## src/rtl/fci_pkg.sv

```systemverilog
// fci_pkg
// Shared definitions for the FCI receiver:
//   - FCI_S mux-select encodings driven towards the CPLD
//   - receiver FSM state enum
//   - decoded bus-cycle record handed to the core
package fci_pkg;

    // CPLD mux select: which ZX-bus field the CPLD presents on FCI_I
    localparam logic [1:0] FCI_ZAL = 2'd0;  // ZA[7:0]
    localparam logic [1:0] FCI_ZAH = 2'd1;  // ZA[15:8]
    localparam logic [1:0] FCI_ZD  = 2'd2;  // ZD
    localparam logic [1:0] FCI_ZC  = 2'd3;  // control (unused by the receiver)

    // Byte returned to the CPU when the core never answers a read
    localparam logic [7:0] RD_DEFAULT = 8'hFF;

    typedef enum logic [2:0] {
        ST_IDLE,
        ST_AL,
        ST_AH,
        ST_DAT,
        ST_ISSUE,
        ST_RWAIT,
        ST_RDRV,
        ST_END
    } fci_state_e;

    typedef struct packed {
        logic [15:0] addr;
        logic [7:0]  wdata;
        logic        we;
        logic        io;
    } fci_req_t;

endpackage

```

## src/rtl/fci_strobe_sync.sv

```systemverilog
// fci_strobe_sync
// Two-flop synchronizer for the four active-low ZX-bus strobes.
// Flops reset high so every strobe reads inactive out of reset.
// Ports:
//   CLK50       in   system clock
//   RST         in   async active-high reset
//   strb_n      in   raw strobes {IORQ_N, MRQ_N, WR_N, RD_N}
//   strb_sync_n out  synchronized strobes, same order
module fci_strobe_sync (
    input  logic       CLK50,
    input  logic       RST,
    input  logic [3:0] strb_n,
    output logic [3:0] strb_sync_n
);

    logic [3:0] meta_n;

    always_ff @(posedge CLK50 or posedge RST) begin
        if (RST) begin
            meta_n      <= '1;
            strb_sync_n <= '1;
        end else begin
            meta_n      <= strb_n;
            strb_sync_n <= meta_n;
        end
    end

endmodule

```

## src/rtl/fci_receiver.sv

```systemverilog
// fci_receiver
// Decodes ZX-bus cycles presented by the CPLD over the multiplexed FCI bus.
// The address low/high bytes and write data are fetched one at a time by
// steering FCI_S, then a single req pulse hands the cycle to the core. Reads
// wait for rd_valid (or time out to 8'hFF) and drive the byte back on FCI_O.
// Ports:
//   CLK50, RST                       clock, async active-high reset
//   FRD_N, FWR_N, FMRQ_N, FIORQ_N    raw ZX strobes (async to CLK50)
//   FCI_I / FCI_O / FCI_OE           FCI bus in, out, output enable
//   FCI_S                            CPLD mux select
//   FDIR                             1 = CPLD->FPGA, 0 = FPGA->CPLD
//   req, req_addr/wdata/we/io        decoded cycle to the core
//   rd_data, rd_valid                core read response
//   abort_cnt                        saturating count of aborted cycles
module fci_receiver
    import fci_pkg::*;
#(
    parameter int SETTLE = 2,
    parameter int RD_TMO = 15
) (
    input  logic        CLK50,
    input  logic        RST,
    input  logic        FRD_N,
    input  logic        FWR_N,
    input  logic        FMRQ_N,
    input  logic        FIORQ_N,
    input  logic [7:0]  FCI_I,
    output logic [7:0]  FCI_O,
    output logic        FCI_OE,
    output logic [1:0]  FCI_S,
    output logic        FDIR,
    output logic        req,
    output logic [15:0] req_addr,
    output logic [7:0]  req_wdata,
    output logic        req_we,
    output logic        req_io,
    input  logic [7:0]  rd_data,
    input  logic        rd_valid,
    output logic [7:0]  abort_cnt
);

    localparam int CMAX = (SETTLE > RD_TMO) ? SETTLE : RD_TMO;
    localparam int CW   = ($clog2(CMAX + 1) < 1) ? 1 : $clog2(CMAX + 1);
    localparam logic [CW-1:0] SETTLE_LAST = CW'(SETTLE);
    localparam logic [CW-1:0] TMO_LAST    = CW'(RD_TMO - 1);

    logic [3:0] strb_n;
    logic       rd_n, wr_n, mrq_n, iorq_n;
    logic       cycle, cyc_q, all_hi, abort_now, rd_take;
    logic [7:0] rd_byte;

    fci_state_e state;
    logic [CW-1:0] cnt;
    logic [1:0]    drv_ph;
    logic [15:0]   cur_addr;
    logic          cur_we, cur_io;
    fci_req_t      req_f;

    fci_strobe_sync u_sync (
        .CLK50       (CLK50),
        .RST         (RST),
        .strb_n      ({FIORQ_N, FMRQ_N, FWR_N, FRD_N}),
        .strb_sync_n (strb_n)
    );

    assign {iorq_n, mrq_n, wr_n, rd_n} = strb_n;
    assign cycle  = (!rd_n || !wr_n) && (!mrq_n || !iorq_n);
    assign all_hi = &strb_n;

    // Strobe loss while still collecting address/data kills the cycle. Once in
    // ISSUE the req is already on the wire, so the cycle is committed.
    assign abort_now = !cycle && (state inside {ST_AL, ST_AH, ST_DAT});

    // rd_valid wins over the timeout when both land on the last wait cycle
    assign rd_take = rd_valid || (state == ST_RWAIT && cnt == TMO_LAST);
    assign rd_byte = rd_valid ? rd_data : RD_DEFAULT;

    assign req_addr  = req_f.addr;
    assign req_wdata = req_f.wdata;
    assign req_we    = req_f.we;
    assign req_io    = req_f.io;

    always_ff @(posedge CLK50 or posedge RST) begin
        if (RST) begin
            state     <= ST_IDLE;
            cnt       <= '0;
            drv_ph    <= '0;
            cyc_q     <= 1'b0;
            cur_addr  <= '0;
            cur_we    <= 1'b0;
            cur_io    <= 1'b0;
            req_f     <= '0;
            req       <= 1'b0;
            FCI_S     <= FCI_ZAL;
            FDIR      <= 1'b1;
            FCI_OE    <= 1'b0;
            FCI_O     <= '0;
            abort_cnt <= '0;
        end else begin
            cyc_q <= cycle;
            req   <= 1'b0;
            if (abort_now) begin
                state <= ST_IDLE;
                FCI_S <= FCI_ZAL;
                if (abort_cnt != 8'hFF) abort_cnt <= abort_cnt + 1'b1;
            end else begin
                case (state)
                    ST_IDLE: begin
                        FCI_S  <= FCI_ZAL;
                        FDIR   <= 1'b1;
                        FCI_OE <= 1'b0;
                        // Edge-detect so a strobe left low never re-triggers
                        if (cycle && !cyc_q) begin
                            cur_we <= !wr_n;
                            cur_io <= !iorq_n;
                            cnt    <= '0;
                            state  <= ST_AL;
                        end
                    end
                    ST_AL: begin
                        if (cnt == SETTLE_LAST) begin
                            cur_addr[7:0] <= FCI_I;
                            FCI_S         <= FCI_ZAH;
                            cnt           <= '0;
                            state         <= ST_AH;
                        end else cnt <= cnt + 1'b1;
                    end
                    ST_AH: begin
                        if (cnt == SETTLE_LAST) begin
                            cur_addr[15:8] <= FCI_I;
                            cnt            <= '0;
                            if (cur_we) begin
                                FCI_S <= FCI_ZD;
                                state <= ST_DAT;
                            end else begin
                                // Assemble fields directly so req lands in ISSUE
                                req   <= 1'b1;
                                req_f <= '{addr: {FCI_I, cur_addr[7:0]}, wdata: 8'h00,
                                           we: 1'b0, io: cur_io};
                                state <= ST_ISSUE;
                            end
                        end else cnt <= cnt + 1'b1;
                    end
                    ST_DAT: begin
                        if (cnt == SETTLE_LAST) begin
                            req   <= 1'b1;
                            req_f <= '{addr: cur_addr, wdata: FCI_I, we: 1'b1, io: cur_io};
                            FCI_S <= FCI_ZAL;
                            cnt   <= '0;
                            state <= ST_ISSUE;
                        end else cnt <= cnt + 1'b1;
                    end
                    ST_ISSUE: begin
                        cnt <= '0;
                        if (cur_we) state <= ST_END;
                        else if (rd_valid) begin
                            FCI_O  <= rd_data;
                            FDIR   <= 1'b0;
                            drv_ph <= '0;
                            state  <= ST_RDRV;
                        end else state <= ST_RWAIT;
                    end
                    ST_RWAIT: begin
                        if (!cycle) begin
                            FCI_S <= FCI_ZAL;
                            state <= ST_IDLE;
                        end else if (rd_take) begin
                            FCI_O  <= rd_byte;
                            FDIR   <= 1'b0;
                            drv_ph <= '0;
                            state  <= ST_RDRV;
                        end else cnt <= cnt + 1'b1;
                    end
                    ST_RDRV: begin
                        // ph0: turn bus around, ph1: drive, ph2: release direction
                        case (drv_ph)
                            2'd0: begin
                                if (rd_n) drv_ph <= 2'd2;
                                else begin
                                    FCI_OE <= 1'b1;
                                    drv_ph <= 2'd1;
                                end
                            end
                            2'd1: begin
                                if (rd_n) begin
                                    FCI_OE <= 1'b0;
                                    drv_ph <= 2'd2;
                                end
                            end
                            default: begin
                                FDIR  <= 1'b1;
                                FCI_S <= FCI_ZAL;
                                state <= ST_END;
                            end
                        endcase
                    end
                    ST_END: begin
                        FCI_S <= FCI_ZAL;
                        if (all_hi) state <= ST_IDLE;
                    end
                    default: state <= ST_IDLE;
                endcase
            end
        end
    end

endmodule

```

## config.mk

```make
export PLATFORM = sky130hd
export DESIGN_NAME = fci_receiver
export DESIGN_NICKNAME = d
export VERILOG_FILES = /design/src/rtl/fci_pkg.sv /design/src/rtl/fci_strobe_sync.sv /design/src/rtl/fci_receiver.sv
export SDC_FILE = /design/constraint.sdc
export NUM_CORES = 1
export LEC_CHECK = 0
export ABC_CLOCK_PERIOD_IN_PS = 7450
export CORE_ASPECT_RATIO = 1.75
export CORE_MARGIN = 2
export CORE_UTILIZATION = 40
export DETAILED_ROUTE_END_ITERATION = 7
export GPL_TIMING_DRIVEN = 0
export HOLD_SLACK_MARGIN = 0.15
export SETUP_SLACK_MARGIN = 0.15
export SYNTH_ARGS = -nofsm -noshare
export SYNTH_HDL_FRONTEND = slang
export SYNTH_SLANG_ARGS = --single-unit
```

## constraint.sdc

```tcl
create_clock -name CLK50 -period 7.45 [get_ports CLK50]
set_clock_uncertainty 0.05 [all_clocks]
set_input_delay 1.49 -clock CLK50 [delete_from_list [all_inputs] [get_ports CLK50]]
set_output_delay 1.49 -clock CLK50 [all_outputs]
set_load 0.02 [all_outputs]
```

* Yosys cells after proc, flatten, opt, wreduce, memory -nomap -nowiden *
Index checks and enable logic that the tools add are counted.

operators by class
  bitwise logic cells = 1
  multiplexer cells = 59
  equal/unequal tests = 33
  reduce and logical (&&, ||, !) cells = 39
  add/subtract/negate cells = 2

operator list
  cell                   count
  $mux W26               3
  $pmux W26 S2           1
  $mux W8                5
  $mux W2                15
  $mux W3                10
  $pmux W3 S8            1
  $reduce_and A7 Y1      3
  $ne A3 B3 Y1 const B   6
  $mux W4                4
  $ne A2 B2 Y1 const B   8
  $pmux W4 S4            1
  $pmux W8 S2            1
  $ne A3 B2 Y1 const B   5
  $reduce_and A5 Y1      3
  $eq A3 B3 Y1 const B   4
  $pmux W2 S6            1
  $mux W1                11
  $reduce_and A3 Y1      3
  $add A8 B1 Y8 const B  1
  $ne A8 B8 Y1 const B   1
  $reduce_and A8 Y1      1
  $reduce_bool A4 Y1     2
  $reduce_bool A7 Y1     1
  $eq A3 B2 Y1 const B   2
  other kinds (24)       41

storage, ports and cells
  logic and storage cells = 154
  output and inout bits = 47
  bits in registers = 83
  input port bits = 23

* Logic depth before layout (Yosys ltp) *
Gate-level depths: netlist (run 1).

  depth in word-level cells = 7
  depth in mapped cells = 8
  mapped depth without buffers = 7

* By module *
Synthesis (run 1) repeated with hierarchy kept, for this count alone.

unflattened totals
  cells, all modules = 308
  area, all modules = 3,639.7 µm²

by module, submodules not included
  module           area each (µm²)  instances  sequential area each (µm²)  cells each
  fci_receiver     3,425.8          1          1,878.1                     299
  fci_strobe_sync  214.0            1          210.2                       9

* Worst setup path after synthesis (run 1) *
Ideal clock, no wire load.

  path type = input to register
  start = input port rd_valid
  end = register state[2]
  cell stages on the path = 5
  data arrival time = 2,546 ps
  path buffers = 0
  path slack = 4,730 ps
  data required time = 7,275 ps
  path through = a31o_2 nor3_1 a21oi_1 o211ai_1 mux2_2

between the ends
  word-level cells in the longest chain between the ends = 3

ends and longest elaborated chain
  item                         line                 text
  start: declaration           fci_receiver.sv:38   input logic rd_valid,
  $logic_or A1 B1 Y1           fci_receiver.sv:75   assign rd_take = rd_valid || (state == ST_RWAIT && cnt == TMO_LAST);
  $ne A4 B4 Y1 (no line)       n/a
  $reduce_and A7 Y1 (no line)  n/a
  end signal: assignment       fci_receiver.sv:85   state <= ST_IDLE;
  end signal: assignment       fci_receiver.sv:103  state <= ST_IDLE;
  end signal: assignment       fci_receiver.sv:117  state <= ST_AL;
  end: declaration             fci_receiver.sv:52   fci_state_e state;

No other way between the ends.
A chain may end at the register's enable or synchronous reset.

* Final worst setup path (run 1) *
Ends and elaborated chain as after synthesis.

==> impl_metrics.tcl, run 1 <==
set metrics [dict create \
    outcome "finished clean" \
    cp-start-kind "primary input" \
    core_sq_um 8610 \
    ys_types 49 \
    die_height_microns 128 \
    synthCells 294 \
    drc 0 \
    setup_violations 0 \
    place_congestion 0.888 \
    timing.hold.ws_ps 306 \
    synth_seq_cells 83 \
    peakVddDrop_mv 0.226 \
    postRouteAntennaNets 0 \
    vias 2547 \
    drt-met1-wl_microns 3210 \
    synth-edff-count 0 \
    timing.max_cap.violations 0 \
    finalCritPeriodShare 0.414 \
    path_clk_slew_ps 60 \
    finalMaxSlewViolations 0 \
    worstPathMaxFanout 5 \
    dp_hpwl_microns 5340 \
    top_layer "met4" \
    ys_seq_area_frac 0.592 \
    fin_util 0.547 \
    synth_area_sq_um 3530 \
    drive_above_1_share 0.182 \
    synth_top_family_by_area "multiplexers" \
    mostFrequentLayoutCell "dfrtp_1" \
    tns_ps 0 \
    grt_antenna_before_repair 0 \
    numCtsBuffers 9 \
    cts-root-buf "clkbuf_16" \
    grt_pass1_wl_microns 12600 \
    wl_microns 7680 \
    drtPass1Iterations 4 \
    drt_iter0_markers 134 \
    slowest_stage "clkdlybuf4s50_1" \
    p_sw_frac 0.350 \
    cts_resized 0 \
    synth.avg_cell_area_sq_um 12.0 \
    worst_pin_slew_ps 1150 \
    num_antenna_cells 0 \
    wl_met2_microns 3980 \
    register_area_sq_um 2090 \
    io_buffers 69 \
    synth_compound_area_frac 0.121 \
    slowest_delay_ps 490 \
    required_ps 7620 \
    fin_nets 401 \
    placed_cell_area_sq_um 4400 \
    clockPowerShare 0.234 \
    synth_xor_area_frac 0.0174 \
    wire_per_inst_microns 15.5 \
    max_freq_mhz 324 \
    ys_warn_count 0 \
    htreeDepth 3 \
    period_minus_slack_ps 3090 \
    cp.arrival_ps 3260 \
    synth_fp_nets 320 \
    clock_path_buffers 2 \
    path_class "primary input to flop" \
    pwr-share-comb 0.394 \
    worstSetupEndpointType "flop" \
    synth-simple-area-share 0.110 \
    stdcell_area_sq_um 4710 \
    cts.sinks 83 \
    synth_fa_ha_area_frac 0.0106 \
    crit_buf_inv 1 \
    slew_headroom 0.226 \
    die-area_sq_um 9620 \
    insertion_delay_ps 330 \
    powerDensity_nw_per_um2 423 \
    pin_count 70 \
    start_util 0.410 \
    grt_overflow 0 \
    area_growth_pct 33.6 \
    viasPerCell 5.12 \
    hold_viol_final 0 \
    fillers 761 \
    r2r_slack_ps 5210 \
    final_cell_mix "dfrtp_1 (74), clkdlybuf4s50_1 (69), nand2_1 (30), o21ai_0 (26), mux2_2 (23)" \
    cts_setup_buffers 0 \
    postCtsHoldBufs 0 \
    grt_usage 0.173 \
    p_leak_uw 0.00211 \
    met3_length_microns 360 \
    power_switching_uw 697 \
    muxShareOfSynthArea 0.122 \
    rows 45 \
    multi_input_area_sq_um 1340 \
    worstPathCellList "clkdlybuf4s50_1 -> a31o_2 -> nor3_1 -> a21oi_1 -> o211ai_1 -> mux2_2" \
    die_w_microns 75.0 \
    async_reset_ff_frac 1.00 \
    cts_tree "built" \
    hold_class "flop to flop" \
    synthFlopType "dfrtp_1" \
    intPower_uw 1300 \
    first_global_vias 2564 \
    seqPwrFrac 0.372 \
    rsz0062_at_grt "false" \
    crit_family "compound AO/OA/AOI/OAI gates" \
    grt_max_degree 71 \
]
## registers in the layout, summed over array words and instances, names as in the netlist, 2 cells and up
signal              flops
drv_ph                  2
state                   3
abort_cnt               8
u_sync.meta_n           4
FCI_O                   8
cnt                     4
u_sync.strb_sync_n      4
req_wdata               8
req_addr               16
cur_addr               16
FCI_S                   2
## area by class of cell
| cell class | instances | share of cell area |
|---|---|---|
| Timing Repair Buffer | 70 | 0.152 |
| Tap cell | 117 | 0.0311 |
| Clock buffer | 9 | 0.0478 |
| Clock inverter | 7 | 0.0196 |
| Sequential cell | 83 | 0.443 |
| Buffer | 10 | 0.0133 |
| Multi-Input combinational cell | 191 | 0.285 |
| Inverter | 10 | 0.00849 |
## power groups by stage
stage / clock network [uW] / registers (uW) / logic [uW]
4_1_cts: 479 / 745 / 791
3_3_place_gp: 0 / 745 / 780
2_1_floorplan: 0 / 848 / 367
3_5_place_dp: 0 / 750 / 789
6_report: 466 / 742 / 784
5_1_grt: 494 / 767 / 857
## worst paths after layout
check,start,to,cells past startpoint
max,rd_valid,state[2],6
min,u_sync.meta_n[2],u_sync.strb_sync_n[2],0
max reg2reg,cnt[0],req_io,7
min reg2reg,u_sync.meta_n[2],u_sync.strb_sync_n[2],0
max in group asynchronous,RST,u_sync.strb_sync_n[1],3
min in group asynchronous,RST,cur_addr[1],2
## per-stage QoR
step / std cells / setup slack, ps / total power [uW]
CTS: 497 / 4320 / 2020
floorplan: 294 / 3790 / 1220
finish: 497 / 4360 / 1990
detailed placement: 481 / 3990 / 1540
global route: 497 / 4180 / 2120
global placement: 480 / 2450 / 1520
## Yosys cell counts, types with 2 or more instances
cell type | count | area share
a21o_1 | 3 | 0.0064
a21oi_1 | 5 | 0.0071
a22o_1 | 10 | 0.025
a31oi_1 | 3 | 0.0053
buf_2 | 5 | 0.0071
buf_6 | 2 | 0.0064
clkbuf_1 | 2 | 0.0021
clkinv_1 | 2 | 0.0021
dfrtp_1 | 74 | 0.52
dfstp_2 | 9 | 0.067
ha_1 | 3 | 0.011
inv_1 | 8 | 0.0085
mux2_2 | 23 | 0.073
mux2_4 | 4 | 0.017
mux2i_1 | 11 | 0.031
nand2_1 | 30 | 0.032
nand2_2 | 2 | 0.0035
nand3_1 | 6 | 0.0085
nand4_1 | 5 | 0.0089
nor2_1 | 21 | 0.022
nor3_1 | 3 | 0.0043
nor4_1 | 2 | 0.0035
o211ai_1 | 4 | 0.0085
o21ai_0 | 26 | 0.037
o221ai_1 | 2 | 0.0050
xnor2_1 | 4 | 0.0099
xor2_1 | 3 | 0.0074
## kinds of logic (layout without fill, tap and decap cells)
| logic type | count (synthesis) | in the layout |
|---|---|---|
| AO/OA/AOI/OAI | 64 | 64 |
| XOR/XNOR | 7 | 7 |
| adder cells (fa/ha/maj) | 3 | 3 |
| buffers and inverters | 20 | 106 |
| flip-flops | 83 | 83 |
| multiplexers | 38 | 38 |
| AND/OR/NAND/NOR | 79 | 79 |
## layer usage
layer | GRT usage | vias up
met5 | 0 | -
met4 | 0.0683 | 0
met3 | 0.0409 | 9
met2 | 0.292 | 61
met1 | 0.206 | 1261
li1 | - | 1216
No activity file was read; power rests on OpenSTA's default activity.
==> inputs of run 2 (changes only) <==
--- a/config.mk
+++ b/config.mk
@@ -5,13 +5,14 @@
 export SDC_FILE = /design/constraint.sdc
 export NUM_CORES = 1
 export LEC_CHECK = 0
-export ABC_CLOCK_PERIOD_IN_PS = 7450
+export ABC_CLOCK_PERIOD_IN_PS = 2800
 export CORE_ASPECT_RATIO = 1.75
 export CORE_MARGIN = 2
 export CORE_UTILIZATION = 40
 export DETAILED_ROUTE_END_ITERATION = 7
 export GPL_TIMING_DRIVEN = 0
 export HOLD_SLACK_MARGIN = 0.15
+export PLACE_DENSITY = 0.67
 export SETUP_SLACK_MARGIN = 0.15
 export SYNTH_ARGS = -nofsm -noshare
 export SYNTH_HDL_FRONTEND = slang
==> constraint.sdc (replaced) <==
create_clock -name CLK50 -period 2.8 [get_ports CLK50]
set_clock_uncertainty 0.05 [all_clocks]
set_input_delay 0.56 -clock CLK50 [delete_from_list [all_inputs] [get_ports CLK50]]
set_output_delay 0.56 -clock CLK50 [all_outputs]
set_load 0.02 [all_outputs]
==> run 2 against run 1 <==
Effect of this change:
- utilization is 0.44 points higher
- cell count is 0.20% higher
- global-route usage is 0.18 points higher
- non-clock buffer count is 1 higher
- cell area is 0.80% higher
- first-iteration DRC count is 2.2% higher
- sequential power grew to 2.7 times the previous value
- hold slack worse by 2.0 ps
- critical path type is now flop to flop
- largest cell class unchanged
- largest power group unchanged
==> impl_metrics.tcl, run 2 (synthesized netlist as in run 1, its figures left out) <==
set metrics [dict create \
    drt_iter0_markers 137 \
    path_clk_slew_ps 60 \
    mostFrequentLayoutCell "dfrtp_1" \
    grt_overflow 0 \
    p_sw_frac 0.346 \
    fin_util 0.552 \
    postRouteAntennaNets 0 \
    power_uw 5420 \
    clock_path_buffers 2 \
    viasPerCell 5.17 \
    fin_nets 402 \
    peakVddDrop_mv 0.646 \
    worst_pin_slew_ps 1250 \
    worstHoldStart "u_sync.meta_n[2]" \
    htreeDepth 3 \
    cts.sinks 83 \
    period_minus_slack_ps 2280 \
    finalCritPeriodShare 0.813 \
    crit_buf_inv 2 \
    grt_max_degree 37 \
    worstPathCellList "inv_1 -> ha_1 -> or3b_4 -> nor3_4 -> nand3_4 -> buf_6 -> mux2_4" \
    rsz0062_at_grt "false" \
    min_to "u_sync.strb_sync_n[2]" \
    hold_class "flop to flop" \
    die-area_sq_um 9620 \
    cp.arrival_ps 2440 \
    cts_resized 0 \
    core_sq_um 8610 \
    layout.cells.non_filler 498 \
    cp-start-kind "flop" \
    first_global_vias 2628 \
    finalMaxSlewViolations 0 \
    worstSetupEndpointType "flop" \
    numCtsBuffers 9 \
    wl_microns 7630 \
    outcome "finished clean" \
    r2r_slack_ps 520 \
    r2r_end "req_io" \
    drc 0 \
    pin_count 70 \
    dp_hpwl_microns 5510 \
    place_congestion 0.869 \
    dp.cells 482 \
    timing.max_cap.violations 0 \
    cts-root-buf "clkbuf_16" \
    p_leak_uw 0.00213 \
    grt_usage 0.174 \
    power_switching_uw 1870 \
    max_freq_mhz 439 \
    slew_headroom 0.161 \
    cts_tree "built" \
    rr_startpoint "cnt[0]" \
    placed_cell_area_sq_um 4410 \
    clockPowerShare 0.248 \
    grt_pass1_wl_microns 12700 \
    hold_viol_final 0 \
    insertion_delay_ps 340 \
    tns_ps 0 \
    whs_path_depth 0 \
    slowest_stage "dfrtp_1" \
    setup_violations 0 \
    seqPwrFrac 0.364 \
    num_antenna_cells 0 \
    pwr-share-comb 0.387 \
    stdcell_area_sq_um 4750 \
    rr_worst_depth 7 \
    final_cell_mix "dfrtp_1 (74), clkdlybuf4s50_1 (69), nand2_1 (30), o21ai_0 (26), mux2_2 (23)" \
    required_ps 2970 \
    path_class "flop to flop" \
    grt_antenna_before_repair 0 \
    worstPathMaxFanout 10 \
    die_height_microns 128 \
    powerDensity_nw_per_um2 1140 \
    drive_above_1_share 0.184 \
    postCtsHoldBufs 0 \
    start_util 0.410 \
    wire_per_inst_microns 15.3 \
    area_growth_pct 34.6 \
    io_buffers 69 \
    drtPass1Iterations 4 \
    vias 2577 \
    die_w_microns 75.0 \
    rows 45 \
    intPower_uw 3550 \
    cts_setup_buffers 0 \
    crit_family "simple AND/OR/NAND/NOR gates" \
    slowest_delay_ps 420 \
]
run 2: changes by cell type in the layout (fill, tap and decap cells not counted):
cell and delta:
buf_12 +2, bufinv_16 +1, clkinv_1 -1, clkbuf_1 +1
inv_4 -1, buf_16 -1, inv_6 +1, clkinvlp_4 -1
run 2: worst max path at each step:
stage / from / end / slack [ps] / cells after the start
6_report: cnt[0] / req_io / 520 / 7
3_3_place_gp: RST / abort_cnt[6] / 310 / 2
3_5_place_dp: rd_valid / FCI_O[1] / 240 / 4
5_1_grt: u_sync.strb_sync_n[0] / FCI_O[3] / 430 / 7
4_1_cts: cnt[0] / req_io / 500 / 7
2_1_floorplan: cnt[0] / req_addr[0] / 740 / 7
run 2: power groups by stage:
stage | clock, uW | sequential (uW) | combinational [uW]
detailed placement | 0 | 2000 | 2100
global route | 1420 | 2040 | 2290
floorplan | 0 | 2260 | 978
finish | 1350 | 1980 | 2100
global placement | 0 | 1970 | 2070
CTS | 1380 | 1980 | 2120
run 2: area by class of cell:
| cell class | instances | area [sq um] |
|---|---|---|
| plain buffers | 10 | 62.6 |
| clock buffers | 10 | 229 |
| clock inverters | 6 | 113 |
| fillers | 742 | 3860 |
| inverters | 10 | 41.3 |
| multi-input cells | 191 | 1340 |
| flip-flops and latches | 83 | 2090 |
| well taps | 117 | 146 |
| repair buffers | 71 | 731 |
run 2: worst register-to-register path: cells and delay by family, from the launching register on:
| kind | cells | cell delay [ps] |
|---|---|---|
| adder cells (fa/ha/maj) | 1 | 160 |
| buffers and inverters | 2 | 280 |
| flip-flops | 1 | 420 |
| multiplexers | 1 | 310 |
| AND/OR/NAND/NOR | 3 | 930 |
run 2: per-stage QoR:
step / setup slack (ps) / hold WS [ps]
2_1_floorplan: 741 / 295
3_3_place_gp: 308 / 296
3_5_place_dp: 245 / 297
4_1_cts: 495 / 305
5_1_grt: 433 / 308
6_report: 525 / 304
run 2: per-layer routing:
metal / vias to the layer above / global-route usage / share of wire
li1: 1217 / - / -
met1: 1248 / 0.202 / 0.39
met2: 92 / 0.289 / 0.53
met3: 20 / 0.0535 / 0.060
met4: 0 / 0.0756 / 0.024
met5: - / 0 / 0
==> inputs of run 3 (changes only) <==
--- a/config.mk
+++ b/config.mk
@@ -5,7 +5,7 @@
 export SDC_FILE = /design/constraint.sdc
 export NUM_CORES = 1
 export LEC_CHECK = 0
-export ABC_CLOCK_PERIOD_IN_PS = 2800
+export ABC_CLOCK_PERIOD_IN_PS = 2000
 export CORE_ASPECT_RATIO = 1.75
 export CORE_MARGIN = 2
 export CORE_UTILIZATION = 40
==> constraint.sdc (replaced) <==
create_clock -name CLK50 -period 2 [get_ports CLK50]
set_clock_uncertainty 0.05 [all_clocks]
set_input_delay 0.4 -clock CLK50 [delete_from_list [all_inputs] [get_ports CLK50]]
set_output_delay 0.4 -clock CLK50 [all_outputs]
set_load 0.02 [all_outputs]
==> run 3 against run 2 <==
Effect of this change:
- the run now ends with negative setup slack left
- largest cell class unchanged
- register-to-register slack lost 590 ps
- die area did not move
- power grew 46%
- first-iteration DRC count increased by 15%
- wire length increased by 7.3%
- worst setup slack got worse by 590 ps
==> impl_metrics.tcl, run 3 (synthesized netlist as in run 1, its figures left out) <==
set metrics [dict create \
    outcome "finished with violations" \
    violations "negative setup slack" \
    die_height_microns 128 \
    slowest_delay_ps 420 \
    pwr-share-comb 0.418 \
    required_ps 2170 \
    finalWorstSetupSlack_ps -60.8 \
    wire_per_inst_microns 15.8 \
    clockPowerShare 0.234 \
    dp.cells 482 \
    grt_usage 0.180 \
    cp.arrival_ps 2230 \
    tns_ps -492 \
    viasPerCell 5.21 \
    timing.hold.ws_ps 306 \
    num_antenna_cells 0 \
    drive_above_1_share 0.245 \
    worstPathCellList "inv_1 -> ha_2 -> or3b_4 -> buf_6 -> o2111ai_2 -> o31a_1 -> o211ai_1 -> mux2_2" \
    start_util 0.410 \
    numCtsBuffers 9 \
    finalCritPeriodShare 1.03 \
    power_uw 7940 \
    multi_input_area_sq_um 1410 \
    io_buffers 69 \
    cts_tree "built" \
    setup_violations 14 \
    die_w_microns 75.0 \
    cts.sinks 83 \
    rows 45 \
    dp_hpwl_microns 5380 \
    crit_buf_inv 2 \
    finalMaxSlewViolations 0 \
    worstPathMaxFanout 3 \
    crit_start "cnt[0]" \
    cts-root-buf "clkbuf_16" \
    drtPass1Iterations 4 \
    drc 0 \
    p_sw_frac 0.348 \
    die-area_sq_um 9620 \
    vias 2693 \
    cp-start-kind "flop" \
    worst_pin_slew_ps 504 \
    hold_viol_final 0 \
    worstHoldStart "u_sync.meta_n[1]" \
    clock_path_buffers 2 \
    grt_pass1_wl_microns 12900 \
    wl_microns 8180 \
    period_minus_slack_ps 2060 \
    seqPwrFrac 0.348 \
    whs_path_depth 0 \
    core_sq_um 8610 \
    r2r_end "state[2]" \
    grt_antenna_before_repair 0 \
    hold_class "flop to flop" \
    rr_startpoint "cnt[0]" \
    layout.cells.non_filler 517 \
    worstSetupEndpointType "flop" \
    htreeDepth 3 \
    power_switching_uw 2760 \
    grt_overflow 0 \
    p_leak_uw 0.00237 \
    slowest_stage "or3b_4" \
    rsz0062_at_grt "true" \
    final_cell_mix "dfrtp_1 (74), clkdlybuf4s50_1 (60), nand2_1 (30), o21ai_0 (24), mux2_2 (23)" \
    fillers 709 \
    register_area_sq_um 2090 \
    path_class "flop to flop" \
    peakVddDrop_mv 0.848 \
    pin_count 70 \
    r2r_slack_ps -60 \
    area_growth_pct 42.4 \
    placed_cell_area_sq_um 4410 \
    crit_family "simple AND/OR/NAND/NOR gates" \
    timing.max_cap.violations 0 \
    intPower_uw 5170 \
    path_clk_slew_ps 60 \
    slew_headroom 0.664 \
    first_global_vias 2700 \
    grt_max_degree 39 \
    rr_worst_depth 8 \
    max_freq_mhz 485 \
    mostFrequentLayoutCell "dfrtp_1" \
    fin_nets 422 \
    postRouteAntennaNets 0 \
    drt_iter0_markers 157 \
    powerDensity_nw_per_um2 1580 \
    min_to "u_sync.strb_sync_n[1]" \
    insertion_delay_ps 340 \
    postCtsHoldBufs 0 \
    place_congestion 0.862 \
    stdcell_area_sq_um 5020 \
]
## run 3: changes by cell type in the layout (fill, tap and decap cells not counted), moves of 2 or more
cell | before | now
buf_4 | 1 | 16
clkdlybuf4s50_1 | 69 | 60
dlymetal6s2s_1 | 0 | 5
buf_6 | 2 | 6
dlygate4sd2_1 | 0 | 4
nand2_2 | 2 | 0
nand2_4 | 0 | 2
o21ai_0 | 26 | 24
o21ai_1 | 0 | 2
## run 3: worst max-delay path by stage
stage / to / slack, ps / cells past startpoint
floorplan: req_addr[0] / -3 / 7
global placement: FCI_O[3] / -340 / 4
detailed placement: FCI_O[2] / -390 / 4
CTS: req_io / -50 / 7
global route: req_io / -110 / 7
finish: state[2] / -60 / 8
## run 3: power groups by stage
stage | Clock (uW) | Sequential, uW | Combinational (uW)
finish | 1860 | 2760 | 3310
global route | 1980 | 2840 | 3580
CTS | 1890 | 2760 | 3190
detailed placement | 0 | 2790 | 2950
global placement | 0 | 2760 | 2910
floorplan | 0 | 3160 | 1370
## run 3: layer usage
layer  global-route usage  part of all wire
met1                0.205              0.38
met2                0.293              0.54
met3               0.0676             0.062
met4               0.0840             0.018
met5                    0                 0
## run 3: metrics by stage
stage | util | setup slack, ps
finish | 0.583 | -60.8
global route | 0.583 | -114
CTS | 0.566 | -48.8
global placement | 0.507 | -344
floorplan | - | -3.18
detailed placement | 0.512 | -392
## run 3: final cells by class
| cell class | count | share of cell area |
|---|---|---|
| sequential | 83 | 0.416 |
| multi-input combinational | 191 | 0.280 |
| timing repair buffer | 91 | 0.183 |
| clock buffer | 11 | 0.0463 |
| tap | 117 | 0.0291 |
| clock inverter | 4 | 0.0197 |
| buffer | 10 | 0.0177 |
| inverter | 10 | 0.00872 |
## run 3: what timing repair did
action                     in CTS  in global routing
hold endpoints to repair        0                  0
resized for setup              18                 22
pin swaps                       4                  3
gates cloned                    0                  1
buffers inserted               11                  8
setup endpoints to repair      68                 69
## run 3: worst register-to-register path, stage by stage (launching register included)
cell	delay, ps
dfrtp_1	380
inv_1	60
ha_2	180
or3b_4	420
buf_6	140
o2111ai_2	70
o31a_1	180
o211ai_1	140
mux2_2	310
